**src/rtl/parity_stream_if.sv**
```systemverilog
// parity_stream_if: valid/ready stream link for parity_stream.
// Carries the input-side word/handshake and the output-side word/handshake.
// The slave modport is the parity_stream view; master is the producer/consumer view.
interface parity_stream_if #(
    parameter int DATA_W = 8
) ();

    logic              in_valid;
    logic              in_ready;
    logic [DATA_W-1:0] in_data;
    logic              in_par;

    logic              out_valid;
    logic              out_ready;
    logic [DATA_W:0]   out_data;
    logic              out_err;

    modport master (
        output in_valid,
        output in_data,
        output in_par,
        input  in_ready,
        input  out_valid,
        input  out_data,
        input  out_err,
        output out_ready
    );

    modport slave (
        input  in_valid,
        input  in_data,
        input  in_par,
        output in_ready,
        output out_valid,
        output out_data,
        output out_err,
        input  out_ready
    );

endinterface

```
**src/rtl/parity_stream.sv**
```systemverilog
// parity_stream: streaming parity generator/checker with a 2-entry output buffer.
// Generate mode appends p = ^data ^ odd as the MSB; check mode keeps the received
// parity bit, flags mismatches and keeps a saturating error count.
// Optional feature macro: PARITY_ERR_INJECT_EN (adds inj_err, inverts computed parity).
module parity_stream #(
    parameter int DATA_W = 8,
    parameter int CNT_W  = 8
) (
    input  logic             clk,
    input  logic             rst,
    parity_stream_if.slave   s,
    input  logic             mode_check,
    input  logic             odd,
    input  logic             clr_err,
    output logic [CNT_W-1:0] err_cnt,
    output logic             err_sticky
`ifdef PARITY_ERR_INJECT_EN
    ,
    input  logic             inj_err
`endif
);

    typedef enum logic [1:0] {
        OCC_EMPTY = 2'd0,
        OCC_ONE   = 2'd1,
        OCC_TWO   = 2'd2
    } occ_e;

    typedef struct packed {
        logic            err;
        logic [DATA_W:0] word;
    } entry_t;

    occ_e             occ_q, occ_d;
    entry_t           head_q, head_d;
    entry_t           tail_q, tail_d;
    logic             alive_q, alive_d;
    logic [CNT_W-1:0] err_cnt_q, err_cnt_d;
    logic             err_sticky_q, err_sticky_d;

    logic             inj;
    logic             in_ready_w;
    logic             out_valid_w;
    logic             push;
    logic             pop;
    logic             p_calc;
    entry_t           new_ent;
    logic [CNT_W-1:0] cnt_base;
    logic             sticky_base;

    // Injection source: tied off when the feature is compiled out.
    always_comb begin
`ifdef PARITY_ERR_INJECT_EN
        inj = inj_err;
`else
        inj = 1'b0;
`endif
    end

    // Handshake qualifiers from registered state only (no out_ready -> in_ready path).
    always_comb begin
        in_ready_w  = alive_q & (occ_q != OCC_TWO);
        out_valid_w = (occ_q != OCC_EMPTY);
        push        = s.in_valid & in_ready_w;
        pop         = out_valid_w & s.out_ready;
    end

    // Build the entry for an accepted word; injection just flips the computed parity,
    // which covers both the generate-mode inversion and the forced check-mode error.
    always_comb begin
        p_calc       = (^s.in_data) ^ odd ^ inj;
        new_ent      = '0;
        new_ent.word = {(mode_check ? s.in_par : p_calc), s.in_data};
        new_ent.err  = mode_check & (s.in_par != p_calc);
    end

    // Buffer next state: head is always the word presented on the output.
    always_comb begin
        occ_d  = occ_q;
        head_d = head_q;
        tail_d = tail_q;
        unique case (occ_q)
            OCC_EMPTY: begin
                if (push) begin
                    head_d = new_ent;
                    occ_d  = OCC_ONE;
                end
            end
            OCC_ONE: begin
                if (push && pop) begin
                    head_d = new_ent;
                end else if (push) begin
                    tail_d = new_ent;
                    occ_d  = OCC_TWO;
                end else if (pop) begin
                    occ_d  = OCC_EMPTY;
                end
            end
            OCC_TWO: begin
                if (pop) begin
                    head_d = tail_q;
                    occ_d  = OCC_ONE;
                end
            end
            default: begin
                occ_d = OCC_EMPTY;
            end
        endcase
    end

    // Input readiness comes up on the first edge after reset release.
    always_comb begin
        alive_d = 1'b1;
    end

    // Error bookkeeping: a coincident clear is applied before the new error counts.
    always_comb begin
        cnt_base     = clr_err ? '0   : err_cnt_q;
        sticky_base  = clr_err ? 1'b0 : err_sticky_q;
        err_cnt_d    = cnt_base;
        err_sticky_d = sticky_base;
        if (push && new_ent.err) begin
            err_sticky_d = 1'b1;
            if (cnt_base != '1) begin
                err_cnt_d = cnt_base + CNT_W'(1);
            end
        end
    end

    // State registers with asynchronous active-high reset.
    always_ff @(posedge clk or posedge rst) begin
        if (rst) begin
            occ_q        <= OCC_EMPTY;
            head_q       <= '0;
            tail_q       <= '0;
            alive_q      <= 1'b0;
            err_cnt_q    <= '0;
            err_sticky_q <= 1'b0;
        end else begin
            occ_q        <= occ_d;
            head_q       <= head_d;
            tail_q       <= tail_d;
            alive_q      <= alive_d;
            err_cnt_q    <= err_cnt_d;
            err_sticky_q <= err_sticky_d;
        end
    end

    // Output drive.
    always_comb begin
        s.in_ready  = in_ready_w;
        s.out_valid = out_valid_w;
        s.out_data  = head_q.word;
        s.out_err   = head_q.err;
        err_cnt     = err_cnt_q;
        err_sticky  = err_sticky_q;
    end

endmodule

```
**src/flat_wrapper.sv**
```systemverilog
// flat-port wrapper written by rule: the top's interface ports become plain ports
module parity_stream_flat 
#(
    parameter int DATA_W = 8,
    parameter int CNT_W  = 8
)
  (clk, rst, mode_check, odd, clr_err, err_cnt, err_sticky, s_in_valid, s_in_data, s_in_par, s_in_ready, s_out_valid, s_out_data, s_out_err, s_out_ready);
  parity_stream_if #(.DATA_W(DATA_W)) s_i ();
  input  logic clk;
  input  logic rst;
  input  logic mode_check;
  input  logic odd;
  input  logic clr_err;
  output logic [CNT_W-1:0] err_cnt;
  output logic err_sticky;
  input wire logic [$bits(s_i.in_valid)-1:0] s_in_valid;
  input wire logic [$bits(s_i.in_data)-1:0] s_in_data;
  input wire logic [$bits(s_i.in_par)-1:0] s_in_par;
  output wire logic [$bits(s_i.in_ready)-1:0] s_in_ready;
  output wire logic [$bits(s_i.out_valid)-1:0] s_out_valid;
  output wire logic [$bits(s_i.out_data)-1:0] s_out_data;
  output wire logic [$bits(s_i.out_err)-1:0] s_out_err;
  input wire logic [$bits(s_i.out_ready)-1:0] s_out_ready;
  assign s_i.in_valid = s_in_valid;
  assign s_i.in_data = s_in_data;
  assign s_i.in_par = s_in_par;
  assign s_in_ready = s_i.in_ready;
  assign s_out_valid = s_i.out_valid;
  assign s_out_data = s_i.out_data;
  assign s_out_err = s_i.out_err;
  assign s_i.out_ready = s_out_ready;
  parity_stream #(.DATA_W(DATA_W), .CNT_W(CNT_W)) u_core (.clk(clk), .rst(rst), .s(s_i), .mode_check(mode_check), .odd(odd), .clr_err(clr_err), .err_cnt(err_cnt), .err_sticky(err_sticky));
endmodule
```
**config.mk**
```make
export PLATFORM = sky130hd
export DESIGN_NAME = parity_stream_flat
export DESIGN_NICKNAME = d
export VERILOG_FILES = /design/src/rtl/parity_stream_if.sv /design/src/rtl/parity_stream.sv /design/src/flat_wrapper.sv
export SDC_FILE = /design/constraint.sdc
export NUM_CORES = 1
export LEC_CHECK = 0
export CORE_ASPECT_RATIO = 0.7
export CORE_MARGIN = 10
export CORE_UTILIZATION = 25
export DETAILED_ROUTE_END_ITERATION = 10
export PLACE_DENSITY = 0.5
export SYNTH_ARGS = -nofsm -noshare
export SYNTH_HDL_FRONTEND = slang
export SYNTH_SLANG_ARGS = --single-unit
export TNS_END_PERCENT = 1
```
**constraint.sdc**
```tcl
create_clock -name clk -period 1.99 [get_ports clk]
set_clock_uncertainty 0.05 [all_clocks]
set_input_delay 0.199 -clock clk [delete_from_list [all_inputs] [get_ports clk]]
set_output_delay 0.199 -clock clk [all_outputs]
set_load 0.01 [all_outputs]
```
==> metrics <==
status=complete, no violations; die width=approximately 120 um; Yosys reg bits=32; initial antenna violation count=0; WL per Instance=around 13 um; Mapped Area=about 1700 um2; Max FO, Critical Path=7; Setup-failing EPs final=0; Critical Path Slowest Stage Cell=clkdlybuf4s50_1; routed wire length=about 4000 um; Clock Path Buffers=2; Leak=around 1.1 nW; Netlist cell types=between 40 and 50; final antenna-violating net count=0; die area=10300 um2; drc violations=0; drt via density=approximately 4.2; Power per Cell Area=between 800 and 900 nW/um2; I/O Pins=37; H-Tree Depth=2; Overall Power=between 2 and 2.5 mW; RePlAce Congestion=approximately 0.73; largest net degree at the start of global routing=33; CTS tree=done; worst path bufs/invs=2; Final Max Tran Viols=0; Worst EP arrival=approximately 2000 ps; Gate Count Post-Synth=between 150 and 200; CP Data Required Time=between 2000 and 2500 ps; P&R area growth vs syn=48.6%; CP top delay family=XOR/XNOR gates; first-pass GRT wire length=between 6000 and 7000 um; grt ovf=0; RSZ-0062 raised after global routing=yes; DR pass1 iterations=4; post-layout min period=~1900 ps; crit-path max cell delay=between 400 and 500 ps; Clock transition at path regs=around 60 ps; crit path capture type=register; proportion of layout cells with a drive suffix above 1=0.271; Initial DRC Count=35; number of global-route vias before repair=about 1400; WS Path Type=input pin to register; routed vias=around 1300; die height=88.1 um; final core occ=0.388; worst hold path type=input pin to async pin; final hold violations=0; net count after synthesis=between 150 and 200; I/O Buffers=36; CTS Sinks=32; Initial Util=0.261; total core area=~6300 um2; ys async rst share=1.00; Primary FF master, synth=dfrtp_1; worst-skew pair later-pin latency=around 280 ps; Max Fclk=526 MHz; FP Rows=24; sequential element share of the synthesized area=0.484; EDFF count, synth=0; design area=about 2500 um2; Synth Warn #=0; Root Buffer=clkbuf_8; max cap viols=0; Mean Syn Cell Area=10.7 um2; crit path cell chain=clkdlybuf4s50_1, xor2_2, xnor2_2, xor3_2, buf_4, a311oi_2, a21oi_1; GRT Util Overall=0.0859; hold buffers post-CTS=0; # nets final=~240; total CTS buffers=5; Final period util=0.956; antenna cells=0; post-DP HPWL=3060 um; Critical Path Source Type=input pin; dpl cell area=2320 um2; Worst VDD drop=0.272 mV
==> power by group <==
part	switching, mW	internal, mW
Clock	0.235	0.308
Sequential	0.0750	0.799
Combinational	0.256	0.384
==> placed cells by master (no fill, tap or decap), types with 3 or more instances in the layout <==
cell             count
nand3_1              8
inv_1                5
nor2_1               7
nand2_1             16
a21oi_1              4
nor2b_1              4
dfrtp_1             32
dlygate4sd2_1        3
o21ai_0              9
or2_2                3
xnor2_1              6
mux2_2               9
mux2i_1              9
clkbuf_8             7
clkdlybuf4s50_1     31
buf_4               30
==> final timing paths <==
kind	cells past startpoint	from	endpoint	slack, ps
worst min register to register	2	u_core.s.out_data[6]$_DFFE_PP0P_	u_core.s.out_data[6]$_DFFE_PP0P_	430
worst max register to register	7	u_core.err_cnt[1]$_DFF_PP0_	u_core.err_cnt[1]$_DFF_PP0_	250
worst min-delay path	3	rst	u_core.err_sticky$_DFFE_PP0P_	260
worst max-delay path	7	s_in_data[1]	u_core.s.out_err$_DFFE_PP0P_	90
max in group asynchronous	3	rst	u_core.err_cnt[6]$_DFF_PP0_	1330
min in group clk	3	s_in_data[4]	u_core.tail_q[4]$_DFFE_PP0P_	260
==> flip-flops by register name, summed over array words and instances, names as in the netlist <==
signal and flops:
u_core.alive_q 1, u_core.err_cnt 8, u_core.err_sticky 1, u_core.occ_q 2, u_core.s.out_data 9, u_core.s.out_err 1
u_core.tail_q 10
==> cell families (layout without fill, tap and decap cells) <==
logic type                 Yosys count  count (layout)  synth area share
AOI/OAI and AO/OA                   26              26             0.106
xor gates and xnor gates            11              11            0.0756
adders and majority gates            1               1           0.00756
buffers and inverters               11              78            0.0295
DFF                                 32              32             0.484
muxes                               18              18             0.116
other                                1               1           0.00227
and+or+nand+nor                     54              54             0.179
==> layout make-up <==
type,count,area [um2]
flip-flops and latches,32,801
multi-input cells,111,841
fillers,637,3880
repair buffers,66,587
well taps,91,114
clock buffers,7,96.3
inverters,5,18.8
==> worst min-delay path, delay by kind of cell <==
family / cells / cell delay [ps]
buffers and inverters: 3 / 810
==> cell usage after synthesis (3+ instances only) <==
cell      number  area, um2
inv_1          5       18.8
nor2_1         7       26.3
mux2i_1        9       90.1
nand2_1       16       60.1
a21oi_1        4       20.0
mux2_2         9        101
dfrtp_1       32        801
o21ai_0        9       45.0
xnor2_1        7       61.3
nor2b_1        6       37.5
nand3_1        8       40.0
or2_2          3       18.8
clkbuf_1       4       15.0
==> routing by layer <==
layer / global-route usage / wire, um / vias to the layer above
li1: - / - / 668
met1: 0.117 / 2030 / 614
met2: 0.121 / 1730 / 25
met3: 0.0335 / 232 / 7
met4: 0.0268 / 45 / 0
met5: 0 / 0 / -
==> repair_timing <==
action | 4_1_cts | 5_1_grt
gates cloned | 0 | 0
endpoints found under the hold margin | 0 | 0
gates resized for setup | 4 | 9
pin swaps | 4 | 4
setup endpoints to repair | 11 | 8
setup buffers | 0 | 0
==> stage by stage <==
stage               instances  worst slack (ps)  hold slack (ps)  TNS, ps
floorplan                 154              15.2              207        0
global placement          305              -481              410    -4320
detailed placement        305              -550              421    -4860
CTS                       312             0.667              281        0
global route              312             -26.7              280    -37.8
finish                    312              88.3              263        0
No activity file was read; power rests on OpenSTA's default activity.
